### src/rtl/me_best_match_selector_if.sv
// +--------------------------------------------------------------------------+
// | me_best_match_selector_if : SAD collection / best-MV result bus          |
// | Rev 1.0                                                                  |
// +--------------------------------------------------------------------------+
`default_nettype none

interface me_best_match_selector_if #(
  parameter int PE_COUNT  = 16,
  parameter int SAD_WIDTH = 16,
  parameter int MV_WIDTH  = 4
);
  logic                          in_start;
  logic [PE_COUNT-1:0]           in_sad_valid;
  logic [PE_COUNT*SAD_WIDTH-1:0] in_sad_data;
  logic                          in_ack;
  logic                          out_busy;
  logic                          out_valid;
  logic [MV_WIDTH-1:0]           out_mv_x;
  logic [MV_WIDTH-1:0]           out_mv_y;
  logic [SAD_WIDTH-1:0]          out_min_sad;
  logic                          out_seq_err;

  modport master (
    output in_start, in_sad_valid, in_sad_data, in_ack,
    input  out_busy, out_valid, out_mv_x, out_mv_y, out_min_sad, out_seq_err
  );

  modport slave (
    input  in_start, in_sad_valid, in_sad_data, in_ack,
    output out_busy, out_valid, out_mv_x, out_mv_y, out_min_sad, out_seq_err
  );
endinterface

`default_nettype wire

### src/rtl/me_best_match_selector.sv
// +--------------------------------------------------------------------------+
// | me_best_match_selector : minimum-SAD search over 256 candidates, MV out  |
// | Optional macro ME_SIGNED_MV_EN: MV centred on co-located block (-8..+7)  |
// | Rev 1.0                                                                  |
// +--------------------------------------------------------------------------+
`default_nettype none

module me_best_match_selector #(
  parameter int PE_COUNT  = 16,
  parameter int SAD_WIDTH = 16,
  parameter int ROW_COUNT = 16,
  parameter int MV_WIDTH  = 4
) (
  input  logic                    in_clk,
  input  logic                    in_rst,
  me_best_match_selector_if.slave bus
);

  localparam int CNT_WIDTH = $clog2(PE_COUNT * ROW_COUNT);
  localparam logic [CNT_WIDTH-1:0] C_CNT_LAST = '1;

  typedef enum logic [1:0] {
    ST_IDLE    = 2'd0,
    ST_COLLECT = 2'd1,
    ST_DONE    = 2'd2
  } state_t;

  state_t                r_state;
  state_t                w_state_nxt;
  logic [CNT_WIDTH-1:0]  r_cnt;
  logic [SAD_WIDTH-1:0]  r_best_sad;
  logic [MV_WIDTH-1:0]   r_best_x;
  logic [MV_WIDTH-1:0]   r_best_y;
  logic                  r_seq_err;
  logic                  r_valid;
  logic [MV_WIDTH-1:0]   r_out_x;
  logic [MV_WIDTH-1:0]   r_out_y;
  logic [SAD_WIDTH-1:0]  r_out_sad;

  logic [MV_WIDTH-1:0]   w_pe_idx;
  logic [SAD_WIDTH-1:0]  w_sad;
  logic                  w_any;
  logic                  w_multi;
  logic                  w_accept;
  logic                  w_seq_bad;
  logic [MV_WIDTH-1:0]   w_cand_y;
  logic [MV_WIDTH-1:0]   w_mv_x;
  logic [MV_WIDTH-1:0]   w_mv_y;

  // Lowest set strobe wins; scanning downward leaves the lowest index last.
  always_comb begin
    w_pe_idx = '0;
    w_sad    = '0;
    for (int i = PE_COUNT - 1; i >= 0; i--) begin
      if (bus.in_sad_valid[i]) begin
        w_pe_idx = MV_WIDTH'(i);
        w_sad    = bus.in_sad_data[i*SAD_WIDTH +: SAD_WIDTH];
      end
    end
  end

  assign w_any     = |bus.in_sad_valid;
  assign w_multi   = |(bus.in_sad_valid & (bus.in_sad_valid - PE_COUNT'(1)));
  assign w_accept  = (r_state == ST_COLLECT) && w_any && !bus.in_start;
  assign w_seq_bad = w_multi || (w_pe_idx != r_cnt[MV_WIDTH-1:0]);
  assign w_cand_y  = MV_WIDTH'(r_cnt >> MV_WIDTH);

`ifdef ME_SIGNED_MV_EN
  assign w_mv_x = r_best_x - MV_WIDTH'(PE_COUNT / 2);
  assign w_mv_y = r_best_y - MV_WIDTH'(ROW_COUNT / 2);
`else
  assign w_mv_x = r_best_x;
  assign w_mv_y = r_best_y;
`endif

  always_ff @(posedge in_clk or posedge in_rst) begin
    if (in_rst) r_state <= ST_IDLE;
    else        r_state <= w_state_nxt;
  end

  // in_start wins in every state; in DONE it doubles as an implicit ack.
  always_comb begin
    w_state_nxt = r_state;
    case (r_state)
      ST_IDLE: begin
        if (bus.in_start) w_state_nxt = ST_COLLECT;
      end
      ST_COLLECT: begin
        if (bus.in_start)                          w_state_nxt = ST_COLLECT;
        else if (w_accept && (r_cnt == C_CNT_LAST)) w_state_nxt = ST_DONE;
      end
      ST_DONE: begin
        if (bus.in_start)                 w_state_nxt = ST_COLLECT;
        else if (bus.in_ack && r_valid)   w_state_nxt = ST_IDLE;
      end
      default: w_state_nxt = ST_IDLE;
    endcase
  end

  always_ff @(posedge in_clk or posedge in_rst) begin
    if (in_rst) begin
      r_cnt      <= '0;
      r_best_sad <= '1;
      r_best_x   <= '0;
      r_best_y   <= '0;
      r_seq_err  <= 1'b0;
    end else if (bus.in_start) begin
      r_cnt      <= '0;
      r_best_sad <= '1;
      r_best_x   <= '0;
      r_best_y   <= '0;
      r_seq_err  <= 1'b0;
    end else if (w_accept) begin
      r_cnt <= r_cnt + 1'b1;
      if (w_seq_bad) r_seq_err <= 1'b1;
      // Strict compare keeps the earliest candidate on ties.
      if (w_sad < r_best_sad) begin
        r_best_sad <= w_sad;
        r_best_x   <= w_pe_idx;
        r_best_y   <= w_cand_y;
      end
    end
  end

  // Result registers load on the first DONE cycle, then hold until the next DONE.
  always_ff @(posedge in_clk or posedge in_rst) begin
    if (in_rst) begin
      r_valid   <= 1'b0;
      r_out_x   <= '0;
      r_out_y   <= '0;
      r_out_sad <= '0;
    end else begin
      r_valid <= (r_state == ST_DONE) && (w_state_nxt == ST_DONE);
      if ((r_state == ST_DONE) && !r_valid) begin
        r_out_x   <= w_mv_x;
        r_out_y   <= w_mv_y;
        r_out_sad <= r_best_sad;
      end
    end
  end

  assign bus.out_busy    = (r_state == ST_COLLECT);
  assign bus.out_valid   = r_valid;
  assign bus.out_mv_x    = r_out_x;
  assign bus.out_mv_y    = r_out_y;
  assign bus.out_min_sad = r_out_sad;
  assign bus.out_seq_err = r_seq_err;

endmodule

`default_nettype wire

### src/flat_wrapper.sv
// flat-port wrapper written by rule: the top's interface ports become plain ports
module me_best_match_selector_flat 
#(
  parameter int PE_COUNT  = 16,
  parameter int SAD_WIDTH = 16,
  parameter int ROW_COUNT = 16,
  parameter int MV_WIDTH  = 4
)
  (in_clk, in_rst, bus_in_start, bus_in_sad_valid, bus_in_sad_data, bus_in_ack, bus_out_busy, bus_out_valid, bus_out_mv_x, bus_out_mv_y, bus_out_min_sad, bus_out_seq_err);
  me_best_match_selector_if #(.PE_COUNT(PE_COUNT), .SAD_WIDTH(SAD_WIDTH), .MV_WIDTH(MV_WIDTH)) bus_i ();
  input  logic in_clk;
  input  logic in_rst;
  input wire logic [$bits(bus_i.in_start)-1:0] bus_in_start;
  input wire logic [$bits(bus_i.in_sad_valid)-1:0] bus_in_sad_valid;
  input wire logic [$bits(bus_i.in_sad_data)-1:0] bus_in_sad_data;
  input wire logic [$bits(bus_i.in_ack)-1:0] bus_in_ack;
  output wire logic [$bits(bus_i.out_busy)-1:0] bus_out_busy;
  output wire logic [$bits(bus_i.out_valid)-1:0] bus_out_valid;
  output wire logic [$bits(bus_i.out_mv_x)-1:0] bus_out_mv_x;
  output wire logic [$bits(bus_i.out_mv_y)-1:0] bus_out_mv_y;
  output wire logic [$bits(bus_i.out_min_sad)-1:0] bus_out_min_sad;
  output wire logic [$bits(bus_i.out_seq_err)-1:0] bus_out_seq_err;
  assign bus_i.in_start = bus_in_start;
  assign bus_i.in_sad_valid = bus_in_sad_valid;
  assign bus_i.in_sad_data = bus_in_sad_data;
  assign bus_i.in_ack = bus_in_ack;
  assign bus_out_busy = bus_i.out_busy;
  assign bus_out_valid = bus_i.out_valid;
  assign bus_out_mv_x = bus_i.out_mv_x;
  assign bus_out_mv_y = bus_i.out_mv_y;
  assign bus_out_min_sad = bus_i.out_min_sad;
  assign bus_out_seq_err = bus_i.out_seq_err;
  me_best_match_selector #(.PE_COUNT(PE_COUNT), .SAD_WIDTH(SAD_WIDTH), .ROW_COUNT(ROW_COUNT), .MV_WIDTH(MV_WIDTH)) u_core (.in_clk(in_clk), .in_rst(in_rst), .bus(bus_i));
endmodule
### config.mk
export PLATFORM = sky130hd
export DESIGN_NAME = me_best_match_selector_flat
export DESIGN_NICKNAME = d
export VERILOG_FILES = /design/src/rtl/me_best_match_selector_if.sv /design/src/rtl/me_best_match_selector.sv /design/src/flat_wrapper.sv
export SDC_FILE = /design/constraint.sdc
export NUM_CORES = 1
export LEC_CHECK = 0
export ABC_CLOCK_PERIOD_IN_PS = 2750
export CORE_MARGIN = 1
export CORE_UTILIZATION = 40
export DETAILED_ROUTE_END_ITERATION = 12
export PLACE_DENSITY = 0.82
export SLEW_MARGIN = 0
export SYNTH_ARGS = -nofsm -noshare
export SYNTH_HDL_FRONTEND = slang
export SYNTH_SLANG_ARGS = --single-unit
### constraint.sdc
create_clock -name in_clk -period 2.75 [get_ports in_clk]
set_input_delay 0.275 -clock in_clk [delete_from_list [all_inputs] [get_ports in_clk]]
set_output_delay 0.275 -clock in_clk [all_outputs]
set_load 0.02 [all_outputs]
==> out/results.txt, run 1 <==
Area growth syn-to-layout = 102.3%
Switching power = 1688 µW
Layout fillers = 712
Most common cell in the synthesized netlist = a21oi_1
Post-Synthesis Cells = 678
Sw Ratio = 35.97%
Most used flip-flop cell after synthesis = dfrtp_1
Netlist Area Pre-Place = 0.005552 mm²
Worst-path cell chain = clkdlybuf4s50_1 > nor2b_1 > o21ai_0 > a22oi_2 > a211oi_4 > o221a_4 > ha_4 > a21oi_2 > o21ai_1 > a221o_1 > a21oi_4 > buf_8 > buf_12 > nand3_2 > a21oi_2
# setup viols final = 24
Cts bufs inserted = 9
Worst hold-check path type = input port to asynchronous set/reset pin
CP Launch Type = input port
Cts hold-fix bufs = 0
RSZ-0062 raised after global routing = yes
Drt first-iter violations = 887
Clk Latency, worst-skew pair = 0.34 ns
Share of power burned in registers = 23.8%
Largest net degree at the start of global routing = 40
Final setup skew = 0.009135 ns
Final min period = 3.251 ns
Antenna-violating nets left = 0
Reg2reg end = u_core.r_best_x[0]
DIE WIDTH = 119.8 µm
Root buf cell = clkbuf_16
Type of the worst setup path = input port to flop
Most frequent CP cell = a21oi_2
Worst Tran Pin Value = 0.6015 ns
Seq/Total Area, Yosys = 27.41%
Initial Utilization = 41.43%
VDD IR max = 0.4531 mV
Ports = 303
First-pass GRT wire length = 46120 µm
Initial antenna violation count = 1
#FFs+latches synth = 60
Worst path bufs/invs = 3
Post-DP HPWL = 21710 µm
Maximum clock rate = 307.6 MHz
Hold Fails Final Rpt = 0
Share of the synthesized area in the top cell type = 19.83%
CTS max path bufs = 2
CTS sink count = 60
Placed Instances = 1227
Post-synth top cells = 74 x a21oi_1, 62 x nand2_1, 44 x dfrtp_1
Pint = 3004 µW
Max-cap violation count = 0
Area of the die = 0.01435 mm²
Clock Pin Slew Worst Setup and Hold Paths = 0.06 ns
Worst Path Required = 3.01 ns
Pre-Repair DR Iteration Count = 6
Buffers on Ports = 302
Reg-to-reg startpoint = u_core.r_best_sad[11]
Routed wire per std cell = 26.04 µm
Pleak = 0.004524 µW
Status = finished with violations
Worst setup margin = -0.5015 ns
Yosys warnings = 0
Final Total Pwr = 4692 µW
Mapped Avg Cell Area = 8.188 µm²
Synth top area cells = dfrtp_1 20%, dfstp_2 7.6%, a21oi_1 6.7%, mux2_2 4.9%, o22ai_1 4.4%
Tcrit/Tclk final = 118.2%
Via-to-Cell Ratio = 6.538
Row cnt = 42
Area after DPL = 0.009788 mm²
Clock power frac = 27.1%
Highest cell delay on the worst timing path = 0.48 ns
R2R cell count = 9
Pwr dens = 417.9 mW/mm²
Vias = 8343
Reg-to-reg slack, setup = 0.26 ns
Vias in the first global route = 8241
Total GRT Usage = 42.83%
Largest delay contributor family on the critical path = compound AO/OA/AOI/OAI gates
Routed WL = 33230 µm
Fin area = 0.01123 mm²
CORE AREA = 0.01340 mm²
Combinational power share = 49.1%
H-Tree Depth = 3
Synth area leader = dfrtp_1
Cell variety after synth = 73
Crit end category = flop
Slowest cell on the critical path = clkdlybuf4s50_1
Arrival @ worst endpoint = 3.51 ns
Slew Viols, Final = 0
Fraction of layout cells with a size suffix above 1 = 34.61%
Number of flops mapped to enable cells by yosys = 0
RD Place Congestion = 1.011
Nets = 1385
Die Ht = 119.8 µm
Failing checks = setup timing
Asr flop ratio synth = 100.0%
Syn_nets = 970
GR Overflow Total = 0
Final std cells w/o fill = 1276
Slew HR = 59.84%
CTS tree = yes
Crit-path max FO = 8
DRC viols = 0
-- power groups by stage --
stage	clock, µW	sequential, µW	combinational, µW
2_1_floorplan	0	1090	873
3_3_place_gp	0	1110	1680
3_5_place_dp	0	1110	1720
4_1_cts	1260	1100	2040
5_1_grt	1310	1110	2380
6_report	1270	1110	2300
-- metal layers --
layer	vias up	global-route usage, %	part of all wire (%)	wire, µm
met5	-	0	0	0
met4	0	28.67	8.4	2802
met3	233	10.41	11	3599
met2	736	72.98	47	15650
met1	3896	47.17	34	11180
li1	3478	-	-	-
-- repair_timing --
item	4_1_cts	5_1_grt
cloned	2	1
setup endpoints to repair	24	24
gates resized for setup	192	41
setup buffers	26	5
pin swaps	57	34
-- flip-flops by register name, summed over array words and instances, names as in the netlist --
register and flops:
u_core.bus.out_mv_y 4, u_core.r_state 2, u_core.r_cnt 8, u_core.bus.out_mv_x 4
u_core.r_best_y 4, u_core.r_best_x 4, u_core.bus.out_valid 1, u_core.bus.out_seq_err 1
u_core.r_best_sad 16, u_core.bus.out_min_sad 16
-- worst reg2reg max path: cells and delay by family, from the launching register on --
kind / cells / cell delay (ns)
AO/OA/AOI/OAI: 4 / 0.85
adder cells (fa/ha/maj): 1 / 0.30
buffers and inverters: 2 / 0.29
flip-flops: 1 / 0.57
AND/OR/NAND/NOR: 2 / 0.35
-- logic make-up after synthesis --
kind of cell	count (synthesis)	synth area share [%]
multiplexers	26	5.229
adder cells (fa/ha/maj)	17	3.786
flip-flops	60	27.41
AND/OR/NAND/NOR	174	16.36
XOR/XNOR	7	1.104
buffers and inverters	94	7.144
AO/OA/AOI/OAI	300	38.97
-- how the worst max path moves through the flow --
stage                         startpoint                    end  slack [ns]  depth (start not counted)
floorplan           bus_in_sad_valid[15]   u_core.r_best_sad[3]       -0.24                         15
global placement    bus_in_sad_valid[13]  u_core.r_best_sad[10]       -1.08                         15
finish              bus_in_sad_data[134]     u_core.r_best_y[3]       -0.50                         15
global route        bus_in_sad_valid[12]   u_core.r_best_sad[8]       -0.67                         17
detailed placement  bus_in_sad_valid[12]   u_core.r_best_sad[4]       -1.18                         15
CTS                 bus_in_sad_valid[12]     u_core.r_best_x[0]       -0.30                         17
-- final cells by class --
cell class                 count  area (µm²)  area share, %
multi-input combinational    525        4583          40.82
timing repair buffer         461        4424          39.40
sequential                    60        1521          13.55
clock buffer                  10       239.0          2.128
tap                          176       220.2          1.961
inverter                      36       140.1          1.248
clock inverter                 6       95.09         0.8469
antenna                        2       5.005        0.04457
-- stage by stage --
stage	hold slack, ns	setup TNS (ns)	worst slack [ns]	utilization (%)
2_1_floorplan	0.3810	-4.356	-0.2430	-
3_3_place_gp	0.4511	-25.07	-1.085	73.04
3_5_place_dp	0.4576	-27.18	-1.179	73.04
4_1_cts	0.3628	-5.962	-0.3019	81.86
5_1_grt	0.3922	-13.35	-0.6660	83.75
6_report	0.3328	-11.29	-0.5015	83.79
-- cells in the final DEF (no fill, tap or decap), types with 5 or more instances in the layout --
| master | instances |
|---|---|
| ha_4 | 10 |
| nor3_1 | 8 |
| a21oi_4 | 8 |
| o311ai_2 | 6 |
| nand2_1 | 59 |
| dlygate4sd2_1 | 13 |
| nor2_4 | 6 |
| a31oi_1 | 5 |
| a221oi_2 | 11 |
| ha_1 | 6 |
| a211oi_1 | 10 |
| buf_4 | 124 |
| a21oi_2 | 22 |
| o21ai_0 | 27 |
| clkbuf_16 | 9 |
| a211oi_2 | 5 |
| a21oi_1 | 45 |
| dfstp_2 | 16 |
| xor2_1 | 6 |
| o22ai_1 | 33 |
| nand3_1 | 5 |
| nand4_1 | 9 |
| clkdlybuf4s50_1 | 272 |
| mux2_2 | 24 |
| o21ai_1 | 9 |
| a211o_1 | 26 |
| o211ai_1 | 11 |
| o221ai_1 | 6 |
| nor2_1 | 23 |
| inv_1 | 30 |
| buf_12 | 7 |
| nand3_2 | 9 |
| nor2b_1 | 9 |
| dfrtp_1 | 44 |
| o221a_2 | 5 |
| a22oi_1 | 5 |
| buf_6 | 29 |
| a221oi_1 | 5 |
(Power assumes the default switching activity.)
==> run 2: changes to the inputs <==
--- a/config.mk
+++ b/config.mk
@@ -10,7 +10,7 @@
 export CORE_UTILIZATION = 40
 export DETAILED_ROUTE_END_ITERATION = 12
 export PLACE_DENSITY = 0.82
-export SLEW_MARGIN = 0
+export SKIP_LAST_GASP = 1
 export SYNTH_ARGS = -nofsm -noshare
 export SYNTH_HDL_FRONTEND = slang
 export SYNTH_SLANG_ARGS = --single-unit
==> run 2 against run 1 <==
  * Design area is essentially flat
  * The flow still finishes with violations (setup timing)
  * Clock power hardly changed
  * Critical path depth is 3 higher
  * Maximum frequency shrank 0.13%
  * Highest routed layer unchanged
  * Die area is the same
==> out/results.txt, run 2 (synthesis gave the netlist of run 1 again) <==
Worst hold-check path type = input port to asynchronous set/reset pin
WHS = 0.3268 ns
Clk Latency, worst-skew pair = 0.34 ns
Pleak = 0.004524 µW
DIE WIDTH = 119.8 µm
Row cnt = 42
Vias in the first global route = 8245
Total GRT Usage = 42.83%
Area of the die = 0.01435 mm²
Pwr dens = 418.2 mW/mm²
H-Tree Depth = 3
Layout fillers = 713
RD Place Congestion = 1.011
Area growth syn-to-layout = 102.2%
Die Ht = 119.8 µm
Arrival @ worst endpoint = 3.52 ns
Fraction of layout cells with a size suffix above 1 = 34.61%
Final setup skew = 0.008986 ns
Clock Pin Slew Worst Setup and Hold Paths = 0.06 ns
CTS sink count = 60
Commonest non-fill, non-tap cell in the layout = clkdlybuf4s50_1
Largest net degree at the start of global routing = 40
Routed wire per std cell = 26.13 µm
Reg-to-reg startpoint = u_core.r_best_sad[11]
Cts hold-fix bufs = 0
Post-DP HPWL = 21710 µm
Routed WL = 33320 µm
Max-cap violation count = 0
CTS tree = yes
Nets = 1385
Cts bufs inserted = 9
First-pass GRT wire length = 46120 µm
Worst setup margin = -0.5056 ns
Maximum clock rate = 307.2 MHz
Reg2reg end = u_core.r_best_x[0]
Type of the worst setup path = input port to flop
Core Util, Final = 83.77%
Final min period = 3.256 ns
GR Overflow Total = 0
Failing checks = setup timing
Crit-path max FO = 9
Final Total Pwr = 4695 µW
Buffers on Ports = 302
Most frequent cells in the layout = 272 x clkdlybuf4s50_1, 124 x buf_4, 59 x nand2_1
Crit end category = flop
Final TNS setup = -11.10 ns
Antenna-violating nets left = 0
CP Launch Type = input port
Worst Tran Pin Value = 0.5962 ns
R2R cell count = 9
Via-to-Cell Ratio = 6.592
# setup viols final = 24
Area after DPL = 0.009788 mm²
Worst Path Required = 3.01 ns
Slew HR = 60.20%
Drt first-iter violations = 813
Fin area = 0.01123 mm²
DRC viols = 0
VDD IR max = 0.4571 mV
Reg-to-reg slack, setup = 0.25 ns
Slew Viols, Final = 0
Tcrit/Tclk final = 118.4%
Initial Utilization = 41.43%
RSZ-0062 raised after global routing = yes
Initial antenna violation count = 1
Ports = 303
Pre-Repair DR Iteration Count = 7
Status = finished with violations
Hold Fails Final Rpt = 0
CORE AREA = 0.01340 mm²
CTS max path bufs = 2
Root buf cell = clkbuf_16
Vias = 8405
-- run 2: where the power goes --
group	internal [µW]	switching (µW)
clock network	827	449
registers	1020	89.3
logic	1150	1150
total	3010	1690
-- run 2: repair_timing --
action	4_1_cts	5_1_grt
setup buffers	26	5
pin swaps	57	33
resized for setup	191	41
endpoints found under the setup margin	24	24
gates cloned	2	1
-- run 2: layer usage --
metal / GRT usage (%) / vias up / share of wire [%]
met1: 47.17 / 3918 / 34
met3: 10.41 / 238 / 11
met4: 28.67 / 0 / 8.6
met5: 0 / - / 0
met2: 72.98 / 774 / 47
li1: - / 3475 / -
-- run 2: cell type report --
| class | instances | area [µm²] | area share (%) |
|---|---|---|---|
| Clock inverter | 6 | 95.09 | 0.8471 |
| Tap cell | 176 | 220.2 | 1.962 |
| Multi-Input combinational cell | 525 | 4583 | 40.83 |
| Inverter | 36 | 140.1 | 1.248 |
| Timing Repair Buffer | 461 | 4424 | 39.41 |
| Clock buffer | 10 | 239.0 | 2.129 |
| Sequential cell | 60 | 1521 | 13.55 |
| Antenna cell | 1 | 2.502 | 0.02229 |
-- run 2: stage by stage --
step                setup slack [ns]  instances
detailed placement            -1.179       1227
global route                 -0.6197       1274
finish                       -0.5056       1275
CTS                          -0.3019       1268
floorplan                    -0.2430        678
global placement              -1.085       1227
-- run 2: worst max path at each step --
stage                          from               endpoint  slack, ns  cells after the start
5_1_grt        bus_in_sad_valid[12]   u_core.r_best_sad[8]      -0.62                     17
3_5_place_dp   bus_in_sad_valid[12]   u_core.r_best_sad[4]      -1.18                     15
2_1_floorplan  bus_in_sad_valid[15]   u_core.r_best_sad[3]      -0.24                     15
4_1_cts        bus_in_sad_valid[12]     u_core.r_best_x[0]      -0.30                     17
6_report        bus_in_sad_valid[1]     u_core.r_best_y[3]      -0.51                     18
3_3_place_gp   bus_in_sad_valid[13]  u_core.r_best_sad[10]      -1.08                     15
-- run 2: critical path, cell delays in order --
cell             delay [ns]
clkdlybuf4s15_1        0.18
buf_6                  0.13
buf_4                  0.12
clkinv_1               0.24
o22ai_1                0.38
o21ai_0                0.16
nand2_1                0.08
a31oi_1                0.04
buf_4                  0.15
ha_1                   0.31
nand3_4                0.10
nor2_4                 0.05
a221o_1                0.42
a21oi_4                0.27
buf_8                  0.19
buf_12                 0.14
nand3_2                0.10
a21oi_2                0.15
